<file path="config.mk">
export PLATFORM = sky130hd
export DESIGN_NAME = hex2ascii_stream
export DESIGN_NICKNAME = d
export VERILOG_FILES = /design/src/rtl/hex2ascii_stream.sv
export SDC_FILE = /design/constraint.sdc
export NUM_CORES = 1
export LEC_CHECK = 0
export CAP_MARGIN = 10
export CORE_ASPECT_RATIO = 1.5
export CORE_MARGIN = 5
export CORE_UTILIZATION = 45
export CTS_CLUSTER_SIZE = 8
export DETAILED_ROUTE_END_ITERATION = 6
export GPL_TIMING_DRIVEN = 0
export HOLD_SLACK_MARGIN = 0.12
export PLACE_DENSITY_LB_ADDON = 0.05
export SLEW_MARGIN = 25
export SYNTH_ARGS = -nofsm -noshare
export SYNTH_HDL_FRONTEND = slang
export SYNTH_SLANG_ARGS = --single-unit
</file>
<file path="constraint.sdc">
create_clock -name clk -period 2.6 [get_ports clk]
set_clock_uncertainty 0.2 [all_clocks]
set_input_delay 0.78 -clock clk [delete_from_list [all_inputs] [get_ports clk]]
set_output_delay 0.78 -clock clk [all_outputs]
set_load 0.02 [all_outputs]
</file>
<file path="src/rtl/hex2ascii_stream.sv">
// Serialises a NIBBLES-digit hex word into 7-bit ASCII characters,
// most significant digit first, with letter-case and zero-suppression modes.
module hex2ascii_stream #(
    parameter int NIBBLES = 8,
    parameter int CNT_W   = 4
) (
    input  logic                   clk,
    input  logic                   reset_n,
    input  logic                   in_valid,
    output logic                   in_ready,
    input  logic [4*NIBBLES-1:0]   in_data,
    input  logic [1:0]             case_sel,
    input  logic                   suppress,
    output logic                   out_valid,
    input  logic                   out_ready,
    output logic [6:0]             out_char,
    output logic                   out_last
);

    typedef enum logic {
        IDLE,
        EMIT
    } state_t;

    state_t               state_q, state_d;
    logic [4*NIBBLES-1:0] word_q, word_d;
    logic [CNT_W-1:0]     idx_q, idx_d;
    logic [1:0]           case_q, case_d;
    logic                 valid_q, valid_d;
    logic [6:0]           char_q, char_d;
    logic                 last_q, last_d;
    logic                 ready_q, ready_d;

    logic [CNT_W-1:0]     start_idx;
    logic [CNT_W-1:0]     next_idx;

    function automatic logic [3:0] nib_at(
        input logic [4*NIBBLES-1:0] w,
        input logic [CNT_W-1:0]     i
    );
        logic [3:0] n;
        n = '0;
        for (int k = 0; k < NIBBLES; k++) begin
            if (CNT_W'(k) == i) begin
                n = w[4*k +: 4];
            end
        end
        return n;
    endfunction

    // Mixed case keeps b and d lowercase so they stay distinct from 8 and 0
    function automatic logic [6:0] to_ascii(
        input logic [3:0] n,
        input logic [1:0] cs
    );
        logic lower;
        if (n < 4'd10) begin
            return 7'h30 + {3'b000, n};
        end
        lower = (cs == 2'd2) ||
                ((cs == 2'd0) && ((n == 4'hB) || (n == 4'hD)));
        return (lower ? 7'h61 : 7'h41) + {3'b000, n - 4'd10};
    endfunction

    always_comb begin
        start_idx = CNT_W'(NIBBLES - 1);
        if (suppress) begin
            start_idx = '0;
            for (int k = 0; k < NIBBLES; k++) begin
                if (in_data[4*k +: 4] != 4'h0) begin
                    start_idx = CNT_W'(k);
                end
            end
        end
    end

    assign next_idx = idx_q - CNT_W'(1);

    always_comb begin
        state_d = state_q;
        word_d  = word_q;
        idx_d   = idx_q;
        case_d  = case_q;
        valid_d = valid_q;
        char_d  = char_q;
        last_d  = last_q;
        ready_d = ready_q;
        unique case (state_q)
            IDLE: begin
                if (in_valid && ready_q) begin
                    word_d  = in_data;
                    case_d  = case_sel;
                    idx_d   = start_idx;
                    char_d  = to_ascii(nib_at(in_data, start_idx), case_sel);
                    valid_d = 1'b1;
                    last_d  = (start_idx == '0);
                    ready_d = 1'b0;
                    state_d = EMIT;
                end
            end
            EMIT: begin
                if (valid_q && out_ready) begin
                    if (last_q) begin
                        valid_d = 1'b0;
                        last_d  = 1'b0;
                        ready_d = 1'b1;
                        state_d = IDLE;
                    end else begin
                        idx_d  = next_idx;
                        char_d = to_ascii(nib_at(word_q, next_idx), case_q);
                        last_d = (next_idx == '0);
                    end
                end
            end
            default: begin
                state_d = IDLE;
            end
        endcase
    end

    always_ff @(posedge clk or negedge reset_n) begin
        if (!reset_n) begin
            state_q <= IDLE;
            word_q  <= '0;
            idx_q   <= '0;
            case_q  <= '0;
            valid_q <= 1'b0;
            char_q  <= '0;
            last_q  <= 1'b0;
            ready_q <= 1'b1;
        end else begin
            state_q <= state_d;
            word_q  <= word_d;
            idx_q   <= idx_d;
            case_q  <= case_d;
            valid_q <= valid_d;
            char_q  <= char_d;
            last_q  <= last_d;
            ready_q <= ready_d;
        end
    end

    assign in_ready  = ready_q;
    assign out_valid = valid_q;
    assign out_char  = char_q;
    assign out_last  = last_q;

endmodule
</file>
Yosys cells after proc, flatten, opt, wreduce, memory -nomap -nowiden:

Cells that the tools add are included.

* register bits after elaboration: 49
* bits in latches: 0
* bits in writable memories: 0
* bits in read-only memories: 0
* input bits: 39
* output and inout port bits: 10
* word-level logic and storage cells: 131
* memories kept: 0

* $add $sub $neg: 7
* $mul: 0
* divide/modulo/power cells: 0
* order comparisons: 2
* equal/unequal tests: 24
* shift operators: 0
* mux-type cells: 66
* bitwise gates (word level): 1
* reduce and logical (&&, ||, !) cells: 23

Operators by type and width (number)
* 2-to-1 mux 4 bit: 31
* 2-to-1 mux 7 bit: 7
* equality test 3 x 4 -> 1 bit, first input constant: 8
* nonzero test 4 bit: 7
* 2-to-1 mux 1 bit: 20
* equality test 2 x 4 -> 1 bit, first input constant: 4
* equality test 4 bit, second input constant: 4
* adder 6 x 4 -> 7 bit, first input constant: 2
* adder 7 x 4 -> 7 bit: 2
* one-hot mux 7 bit (2 select lines): 1
* 2-to-1 mux 6 bit: 2
* equality test 1 x 4 -> 1 bit, first input constant: 2
* logical NOT 4 bit: 2
* less-than comparator 4 bit, second input constant: 2
* one-hot mux 1 bit (2 select lines): 4
* one-hot mux 4 bit (2 select lines): 1
* subtractor 4 bit, second input constant: 2
* AND reduction 3 bit: 2
* equality test 2 bit, second input constant: 2
* logical AND 1 bit: 4
* logical NOT 2 bit: 2
* logical OR 1 bit: 4
* != test 2 x 1 -> 1 bit, second input constant: 2
* != test 2 bit, second input constant: 2
* other kinds (3): 4

Depth between registers and ports, before layout:

* depth after elaboration: 29
* mapped depth: 14

Least setup slack after synthesis:

No wires, ideal clock.

* kind: input-to-reg
* start point: in in_data[17]
* end point: reg char_q[2], in the netlist out_char[2]
* data arrival time: 2.627 ns
* path slack: -0.357 ns
* stages: 10
* cells stage by stage: or4_1 > a311oi_1 > o21ai_1 > o311ai_1 > and3_1 > buf_4 > ha_1 > xnor2_1 > o211ai_1 > nand3_1

* cells in the longest elaborated chain, start to end: 24
* elaborated cells between the ends (all ways): 35
* classes of those cells: add/sub (3); order compare (1); eq/ne (7); mux (22); reduce/logical (2)

RTL lines
* from (decl): RTL line 11 `input logic [4*NIBBLES-1:0] in_data,`
* nonzero test 4 bit: RTL line 70 `if (in_data[4*k +: 4] != 4'h0) begin`
* 2-to-1 mux 4 bit (4 in series): RTL line 70
* 2-to-1 mux 4 bit: RTL line 67 `if (suppress) begin`
* logical NOT 4 bit: RTL line 44 `if (CNT_W'(k) == i) begin`
* 2-to-1 mux 4 bit (7 in series): RTL line 44
* 2-to-1 mux 4 bit (*): RTL line 44
* 2-to-1 mux 4 bit (*): RTL line 90 `if (in_valid && ready_q) begin`
* 2-to-1 mux 4 bit (*): RTL line 88 `unique case (state_q)`
* branches (longest 4 deep; another with adder 7 x 4 -> 7 bit)
* 2-to-1 mux 7 bit (*): RTL line 60 `lower = (cs == 2'd2) ||`
* 2-to-1 mux 7 bit (*): RTL line 90
* one-hot mux 7 bit (2 select lines) (*): RTL line 88
* to (signal assigned): RTL line 137 `char_q <= char_d;`
* to (decl): RTL line 30 `logic [6:0] char_q, char_d;`

Mark *: on every way between the ends. The select of a mux whose other input is x is not followed.
A chain may end at the register's enable or synchronous reset.

Worst setup path after layout:

* start point: reg idx_q[1]
* end point: reg char_q[3], in the netlist out_char[3]

* cells in the longest elaborated chain, start to end: 22
* elaborated cells between the ends (all ways): 33
* classes of those cells: add/sub (4); order compare (1); eq/ne (7); mux (20); reduce/logical (1)

RTL lines
* from (decl): RTL line 27 `logic [CNT_W-1:0] idx_q, idx_d;`
* from (signal assigned): RTL line 134 `idx_q <= idx_d;`
* subtractor 4 x 1 -> 4 bit (*): RTL line 77 `assign next_idx = idx_q - CNT_W'(1);`
* logical NOT 4 bit: RTL line 44
* 2-to-1 mux 4 bit (7 in series): RTL line 44
* 2-to-1 mux 4 bit (*): RTL line 44
* 2-to-1 mux 4 bit (*): RTL line 103 `if (last_q) begin`
* 2-to-1 mux 4 bit (*): RTL line 102 `if (valid_q && out_ready) begin`
* 2-to-1 mux 4 bit (*): RTL line 88
* branches (longest 5 deep; another with adder 7 x 4 -> 7 bit)
* 2-to-1 mux 7 bit (*): RTL line 60
* 2-to-1 mux 7 bit (*): RTL line 103
* 2-to-1 mux 7 bit (*): RTL line 102
* one-hot mux 7 bit (2 select lines) (*): RTL line 88

Marked as above.

==> out/metrics.cfg <==
[power_and_ir_drop]
p_leak_nw=1.97
vdd_drop_max_mv=0.580
power_density_nw_per_um2=913
p_total_w=0.00408

[timing]
finalCritPeriodShare_pct=114
tns_ps=-1800
slew_headroom_pct=58.4
fmax_mhz=336
setup_violations=7
slew_violations=0
rsz0062_at_grt=yes
worst_pin_slew_ps=624
fin_ws_ps=-376
post-route-min-period_ps=2980
hold_violations=0

[die]
boundaryPins=49
dieArea_um2=8830
core_um2=6850
start_util_pct=46.1
chipHeight_um=113
rows=37
die_x_um=78.4

[grt]
grt_max_degree=50
antenna_found_initial=0
gr-total-overflow=0
grt_use_total_pct=24.6
grt_pass1_wl_mm=16.8
grt_pass1_vias=3395

[finish]
antenna_cells=0
area_growth_syn_to_layout_pct=41.5
drive_gt1_share_pct=30.1
layout.nets=536
fin_util_pct=65.2

[critical_path]
crit_fanout=4
path_common_cell=a211o_1
worstPathArrival_ps=2990
r2r_setup_slack_ps=-380
cp-end-kind=flop
cp-start-kind=flop
critPathKind=reg2reg
slowest_delay_ps=420
cp_cell_sequence=inv_2, buf_6, ha_4, nor2b_4, buf_4, a221o_1, a32oi_2, a211o_1, ha_2, nand3_1, xor2_1, a211oi_2, a211o_1
cp_slowest_cell=dfrtp_1
required_ps=2610
crit_start=idx_q[1]$_DFFE_PN0P_
reg2reg_from=idx_q[1]$_DFFE_PN0P_

[logic_synthesis]
synth_area_um2=3160
synth_xor_area_share_pct=1.39
netlist_instances=390
yosys.area_share.simple_pct=30.7
yosys_warnings=0
ys_seq_area_share_pct=38.9
avgSynthCellArea_um2=8.10
ys_types=66
synth_top_family_by_area=simple AND/OR/NAND/NOR gates
synthFlopType=dfrtp_1
ys_ff_latch=49
synth_edf_count=0
synth_nets=439
synth_adder_area_share_pct=3.96
synth_compound_area_share_pct=21.6
yosys-mux-area-fraction_pct=0
ys_async_sr_fraction_pct=100

[clocking]
cts.clk_slew.worst_paths_ps=100
ctsHtreeMaxLevel=2
cts_buffer_depth=2
cts_num_sinks=49
cts_inserted_buffers=5
cts_root_buf=clkbuf_8
clock_latency_ps=320
cts_tree=built

[placed_design]
dp_hpwl_mm=7.70
io_buffer_count=48
gp_congestion=0.979

[drt]
post_drt_wl_per_cell_um=18.8
via_count=3283
drt_iter0_markers=218
viasPerCell=5.80
drtAntennaViolNets=0
route.detailed.drc=0
drt-total-wl_mm=10.7
first_pass_iters=4

[worst_hold_path]
hold_path.class=in2async

[run]
max_cap_viol_count=0

[status]
violations=setup timing
status=complete, but fails checks

==> what timing repair did <==
item                                    4_1_cts  5_1_grt
gates resized for setup                     125       64
endpoints found under the setup margin       12       23
hold buffers                                  0        0
pin swaps                                    33       35
endpoints found under the hold margin         0        0
setup buffers                                33       13
==> Yosys cell counts, types with 3 or more instances <==
cell type  instances  share of area (%)
a31oi_1            8                1.6
o211ai_1           4               0.95
inv_1             12                1.4
and2_1             4               0.79
o21ai_1            4               0.63
buf_2              3               0.48
nand3_1            8                1.3
nor2b_1            4               0.79
nand2_1          127                 15
a22oi_1            3               0.71
xnor2_1            4                1.1
or4_1              3               0.71
o22ai_1            3               0.59
a21oi_1           15                2.4
o21ai_0           21                3.3
nor3_1             6               0.95
clkbuf_1          10                1.2
a221o_1            4                1.3
nand2b_1           4               0.79
nor2_1            22                2.6
ha_1              10                4.0
nand4_1            4               0.79
dfrtp_1           48                 38
nor4_2             3                1.2
a211o_1            3               0.83
a32oi_1            4                1.1
==> final cells by class <==
type / instances / area, um^2
Clock inverter: 3 / 28.8
Inverter: 12 / 47.5
Tap cell: 78 / 97.6
Clock buffer: 5 / 68.8
Multi-Input combinational cell: 313 / 2180
Timing Repair Buffer: 91 / 737
Sequential cell: 49 / 1230
Buffer: 15 / 80.1
Fill cell: 604 / 2380
==> worst max-delay path, delay by kind of cell, from the launching register on <==
family / cells / cell delay (ps)
DFF: 1 / 420
AOI/OAI and AO/OA: 5 / 1170
adders and majority gates: 2 / 350
and+or+nand+nor: 2 / 200
buffers and inverters: 3 / 340
xor gates and xnor gates: 1 / 190
==> sequential cells by signal, indices dropped and copies added, names as in the netlist <==
name / flops
state_q: 1
in_ready: 1
out_last: 1
out_char: 7
case_q: 2
idx_q: 4
out_valid: 1
word_q: 32
==> logic make-up (layout without fill, tap and decap cells) <==
kind of cell / Yosys count / after routing
adders and majority gates: 10 / 10
buffers and inverters: 28 / 126
AOI/OAI and AO/OA: 94 / 94
xor gates and xnor gates: 5 / 5
DFF: 49 / 49
and+or+nand+nor: 204 / 204
==> routing by layer <==
metal / wire [um] / vias up / track usage (%) / share of wire [%]
li1: - / 1578 / - / -
met1: 3950 / 1582 / 26.4 / 37
met2: 5820 / 96 / 47.0 / 55
met3: 459 / 27 / 2.81 / 4.3
met4: 441 / 0 / 11.2 / 4.1
met5: 0 / - / 0 / 0
==> power breakdown <==
| group | total [W] | internal (W) | switching (W) | leakage [nW] |
|---|---|---|---|---|
| registers | 0.000984 | 0.000886 | 0.0000982 | 0.617 |
| clock network | 0.000498 | 0.000202 | 0.000296 | 0.0506 |
| logic | 0.00260 | 0.00121 | 0.00139 | 1.30 |
| total | 0.00408 | 0.00230 | 0.00178 | 1.97 |
==> worst paths after layout <==
kind | to | depth (start not counted)
min in group clk | out_char[4]$_DFFE_PN0P_ | 2
max in group asynchronous | idx_q[0]$_DFFE_PN0P_ | 1
worst max register to register | out_char[3]$_DFFE_PN0P_ | 13
worst max-delay path | out_char[3]$_DFFE_PN0P_ | 13
worst min register to register | out_char[4]$_DFFE_PN0P_ | 2
worst min-delay path | idx_q[3]$_DFFE_PN0P_ | 1
==> placed cells by master (no fill, tap or decap), types with 5 or more instances in the layout <==
cell type | synthesis | final
a21oi_1 | 15 | 11
a31oi_1 | 8 | 8
buf_2 | 3 | 11
buf_4 | 1 | 42
buf_6 | 0 | 7
clkbuf_1 | 10 | 6
clkbuf_2 | 0 | 10
clkbuf_8 | 0 | 6
clkdlybuf4s50_1 | 0 | 20
dfrtp_1 | 48 | 47
ha_4 | 0 | 5
inv_1 | 12 | 8
nand2_1 | 127 | 125
nand3_1 | 8 | 6
nor2_1 | 22 | 18
nor3_1 | 6 | 6
nor4_4 | 2 | 6
o21ai_0 | 21 | 17
o21ai_1 | 4 | 6
or4_4 | 2 | 5
==> metrics by stage <==
step	cell area, um^2	cells	setup WS, ps	hold WS (ps)
global route	4470	566	-460	305
detailed placement	3770	516	-1100	261
global placement	3770	516	-1100	257
finish	4470	566	-376	260
CTS	4320	557	-342	286
floorplan	3190	390	-239	237
Note: power is estimated with default switching activity, not from simulation.
==> patch 1 (same settings) <==
Take the reset off `word_q` and load it in a clocked block of its own.
--- a/src/rtl/hex2ascii_stream.sv
+++ b/src/rtl/hex2ascii_stream.sv
@@ -121,7 +121,6 @@
     always_ff @(posedge clk or negedge reset_n) begin
         if (!reset_n) begin
             state_q <= IDLE;
-            word_q  <= '0;
             idx_q   <= '0;
             case_q  <= '0;
             valid_q <= 1'b0;
@@ -130,7 +129,6 @@
             ready_q <= 1'b1;
         end else begin
             state_q <= state_d;
-            word_q  <= word_d;
             idx_q   <= idx_d;
             case_q  <= case_d;
             valid_q <= valid_d;
@@ -140,6 +138,10 @@
         end
     end
 
+    always_ff @(posedge clk) begin
+        word_q <= word_d;
+    end
+
     assign in_ready  = ready_q;
     assign out_valid = valid_q;
     assign out_char  = char_q;
Behaviour: same outputs for any inputs over 10 cycles, from zero or initial values and one cycle with reset_n low; that may be too few to reach the edited logic, so the function may still have changed.
==> patch 1 against the original RTL <==
The flow still finishes with violations (negative setup slack); wire length is 12% lower; design area is 4.2% higher; worst setup slack worse by 190 ps; sequential cell count stayed put; count of clock-buffer cells in the layout is 1 higher; final cell count is 16% lower; fmax is 6.1% lower; critical endpoint unchanged; area after synthesis is 5.6% lower.
Power is not compared: it rests on default switching activity, and its combinational part moved more than twofold at a synthesized area within 25%.
==> patch 1: results (changes against the original RTL) <==
| Metric | Value |
|---|---|
| Outcome | complete, but fails checks |
| Failing checks | negative setup slack |
| Placed cell areas | 3700 µm² (-1.9%) |
| Number of library cell types mapped by synthesis | 63 (-4.5%) |
| Crit-path max FO | 6 (+2) |
| Min-delay worst type | reg2reg |
| Top cells by area, synth | edfxtp_1, dfrtp_1, ha_1, nand2_1, o21ai_0 |
| Gpl congestion | 0.929 (-5.0%) |
| Setup TNS | -2250 ps (-447 ps) |
| Grt met3 use | 0.0311 (+0.00306) |
| WL per Instance | 19.7 µm (+4.6%) |
| Net Count, Synth | 333 (-24%) |
| Vias in the first global route | 2,873 (-15%) |
| Layout cells sized above 1 | 0.448 (+0.146) |
| Min setup slack post-route | -568 ps (-192 ps) |
| Iter 0 DRT Violations | 191 (-12%) |
| CP max stage cell | dfrtp_2 |
| Vias/cell | 6.14 (+5.9%) |
| Gr usage total | 0.215 (-0.0305) |
| Final Non-Filler Cells | 476 (-16%) |
| Setup violators final | 7 (unchanged) |
| Net count, final | 448 (-16%) |
| Syn avg cell area | 10.5 µm² (+30%) |
| Area Overhead vs Synth | 56.2% |
| Worst slew pin tran | 746 ps (+122 ps) |
| Dpl hpwl | 6.16 mm (-20%) |
| Ys async rst share | 0.347 (-0.653) |
| CP peak stage delay | 470 ps (+50 ps) |
| Inst Count DP | 408 (-21%) |
| Post-synth EDFFs | 32 (+32) |
patch 1: kinds of logic after synthesis:
kind of cell / after synthesis / synth area share
xor+xnor: 2 / 0.00588
flops: 49 / 0.465
compound gates: 94 / 0.232
simple gates: 110 / 0.229
buf+inv: 19 / 0.0252
fa+ha+maj: 10 / 0.0420
patch 1: stage by stage:
stage               utilization  power, µW  hold WS, ps  worst slack, ps
floorplan                     -        891          246             -372
global placement          0.570        989          271            -1580
finish                    0.718       1580          292             -568
CTS                       0.666       1560          296             -505
global route              0.718       1640          340             -649
detailed placement        0.570        992          273            -1550
patch 1: what timing repair did:
item	in CTS	in global routing
gates cloned	1	0
setup buffers	36	27
setup endpoints to repair	45	25
pin swaps	39	42
resized for setup	144	62
hold buffers	0	0
patch 1: final cells by class:
| cell class | instances | area, µm² |
|---|---|---|
| Fill cell | 466 | 1830 |
| Buffer | 4 | 30.0 |
| Multi-Input combinational cell | 216 | 2040 |
| Tap cell | 76 | 95.1 |
| Clock buffer | 6 | 72.6 |
| Timing Repair inverter | 1 | 7.51 |
| Clock inverter | 2 | 38.8 |
| Timing Repair Buffer | 109 | 926 |
| Sequential cell | 49 | 1390 |
| Inverter | 13 | 55.1 |
patch 1: path summary, 6_finish.rpt:
kind,start,to,slack (ps),cells past startpoint
setup / recovery,idx_q[0],out_char[3],-570,13
hold / removal,out_char[4],out_char[4],290,2
setup reg to reg,idx_q[0],out_char[3],-570,13
hold reg to reg,out_char[4],out_char[4],290,2
max in group asynchronous,reset_n,idx_q[0],980,1
min in group asynchronous,reset_n,out_valid,700,1
patch 1: per-layer routing:
metal | wire length, µm | up-vias | part of all wire
li1 | - | 1363 | -
met1 | 3640 | 1446 | 0.39
met2 | 5070 | 95 | 0.54
met3 | 404 | 20 | 0.043
met4 | 265 | 0 | 0.028
met5 | 0 | - | 0
patch 1: report_power, final:
group          total (µW)     switching [µW]  internal [µW]
Sequential            831  0.000000000000217            831
Combinational         190               93.9           96.4
Clock                 562                272            289
Total                1580                366           1220
patch 1: critical path: cells and delay by family (launching register included):
family | cells | cell delay (ps)
and+or+nand+nor | 4 | 1150
AOI/OAI and AO/OA | 5 | 770
buffers and inverters | 2 | 110
adders and majority gates | 2 | 340
DFF | 1 | 470
==> patch 2 (same settings) <==
Made on the original files. The parameter `NIBBLES` goes from 8 to 16.
--- a/src/rtl/hex2ascii_stream.sv
+++ b/src/rtl/hex2ascii_stream.sv
@@ -1,7 +1,7 @@
 // Serialises a NIBBLES-digit hex word into 7-bit ASCII characters,
 // most significant digit first, with letter-case and zero-suppression modes.
 module hex2ascii_stream #(
-    parameter int NIBBLES = 8,
+    parameter int NIBBLES = 16,
     parameter int CNT_W   = 4
 ) (
     input  logic                   clk,
Ports: changed (resized in_data); port bits go from 49 to 81. No check against the original RTL was run, so the function may have changed too.
==> patch 2 against the original RTL <==
The run still ends with negative setup slack left; global-route usage increased by 6.8 points; worst setup slack lost 1000 ps; clock power rose to 2.6 times the old value; design area up 68%; area after synthesis rose by 73%; wire length grew 110%; sequential cell count increased by 32; non-clock buffer count grew 47; total power increased by 73%.
==> patch 2: results (changes against the original RTL) <==
| Metric | Value |
|---|---|
| Failing checks | negative setup slack |
| CP peak stage delay | 520 ps (+100 ps) |
| Gpl congestion | 1.02 (+3.8%) |
| CTS clk-pin slew, worst paths | 60 ps (-40 ps) |
| Net count, final | 910 (+70%) |
| Clock group power | 1300 µW (+160%) |
| Sequential area share after synthesis | 0.372 (-0.0168) |
| Vias | 6,135 (+87%) |
| Crit path DAT | 4030 ps (+1040 ps) |
| Largest net degree at the start of global routing | 43 (-14%) |
| Layout cells sized above 1 | 0.233 (-0.0686) |
| Clock root cell | clkbuf_16 |
| Gr usage total | 0.314 (+0.0684) |
| Placed cell areas | 6510 µm² (+73%) |
| Synth cell count leaders | nand2_1, dfrtp_1, o21ai_0 |
| Number of library cell types mapped by synthesis | 71 (+7.6%) |
| Net Count, Synth | 778 (+77%) |
| Setup violators final | 11 (+4) |
| Outcome | complete, but fails checks |
| R2r setup slk | -1340 ps (-960 ps) |
| Inst Count DP | 931 (+80%) |
| Flip-flop count of the largest register after layout | 64 (+100%) |
| P_leak | 0.00325 µW (+65%) |
| 1st-pass router iterations | 5 (+1) |
| Critical path endpoint | out_char[2] |
| Net Switching | 3110 µW (+74%) |
| Reg2reg path depth | 15 (+2) |
| Min setup slack post-route | -1420 ps (-1040 ps) |
| WL per Instance | 22.9 µm (+22%) |
| Critical path origin | in_data[8] |
| Htree depth | 3 (+1) |
## patch 2: worst min-delay path by stage
stage	endpoint	slack [ps]	cells after the start
CTS	idx_q[1]	220	1
finish	idx_q[1]	210	1
global route	idx_q[1]	250	1
global placement	word_q[11]	250	2
floorplan	word_q[10]	240	2
detailed placement	word_q[10]	260	2
## patch 2: layer usage
metal / vias up / GRT usage / part of all wire
met2: 276 / 0.559 / 0.51
met3: 94 / 0.0388 / 0.057
met4: 0 / 0.190 / 0.063
met1: 2990 / 0.356 / 0.37
li1: 2775 / - / -
met5: - / 0 / 0
## patch 2: what timing repair did
item | CTS | global route
setup endpoints to repair | 44 | 14
resized for setup | 250 | 32
pin swaps | 59 | 17
setup buffers | 39 | 5
## patch 2: layout make-up
cell class / count / area (µm²)
fill: 1106 / 4430
multi-input combinational: 563 / 3710
sequential: 81 / 2030
timing repair buffer: 125 / 1080
clock buffer: 10 / 229
tap: 153 / 191
buffer: 28 / 130
inverter: 21 / 78.8
clock inverter: 6 / 73.8
## patch 2: kinds of logic (layout without fill, tap and decap cells)
group	after synthesis	after routing	synth area share
XOR/XNOR	9	9	0.0144
flip-flops	81	81	0.372
multiplexers	5	5	0.0119
AO/OA/AOI/OAI	187	187	0.249
buffers and inverters	53	190	0.0397
AND/OR/NAND/NOR	352	352	0.290
adder cells (fa/ha/maj)	10	10	0.0229
## patch 2: per-stage QoR
step	TNS, ps	setup WS, ps	power [µW]	utilization
after floorplan	-8900	-1300	4280	-
after global placement	-257670	-2760	5260	0.543
after detailed placement	-52900	-2710	5380	0.545
after CTS	-10330	-1390	6910	0.620
after global routing	-11330	-1450	7510	0.629
final	-10820	-1420	7050	0.629
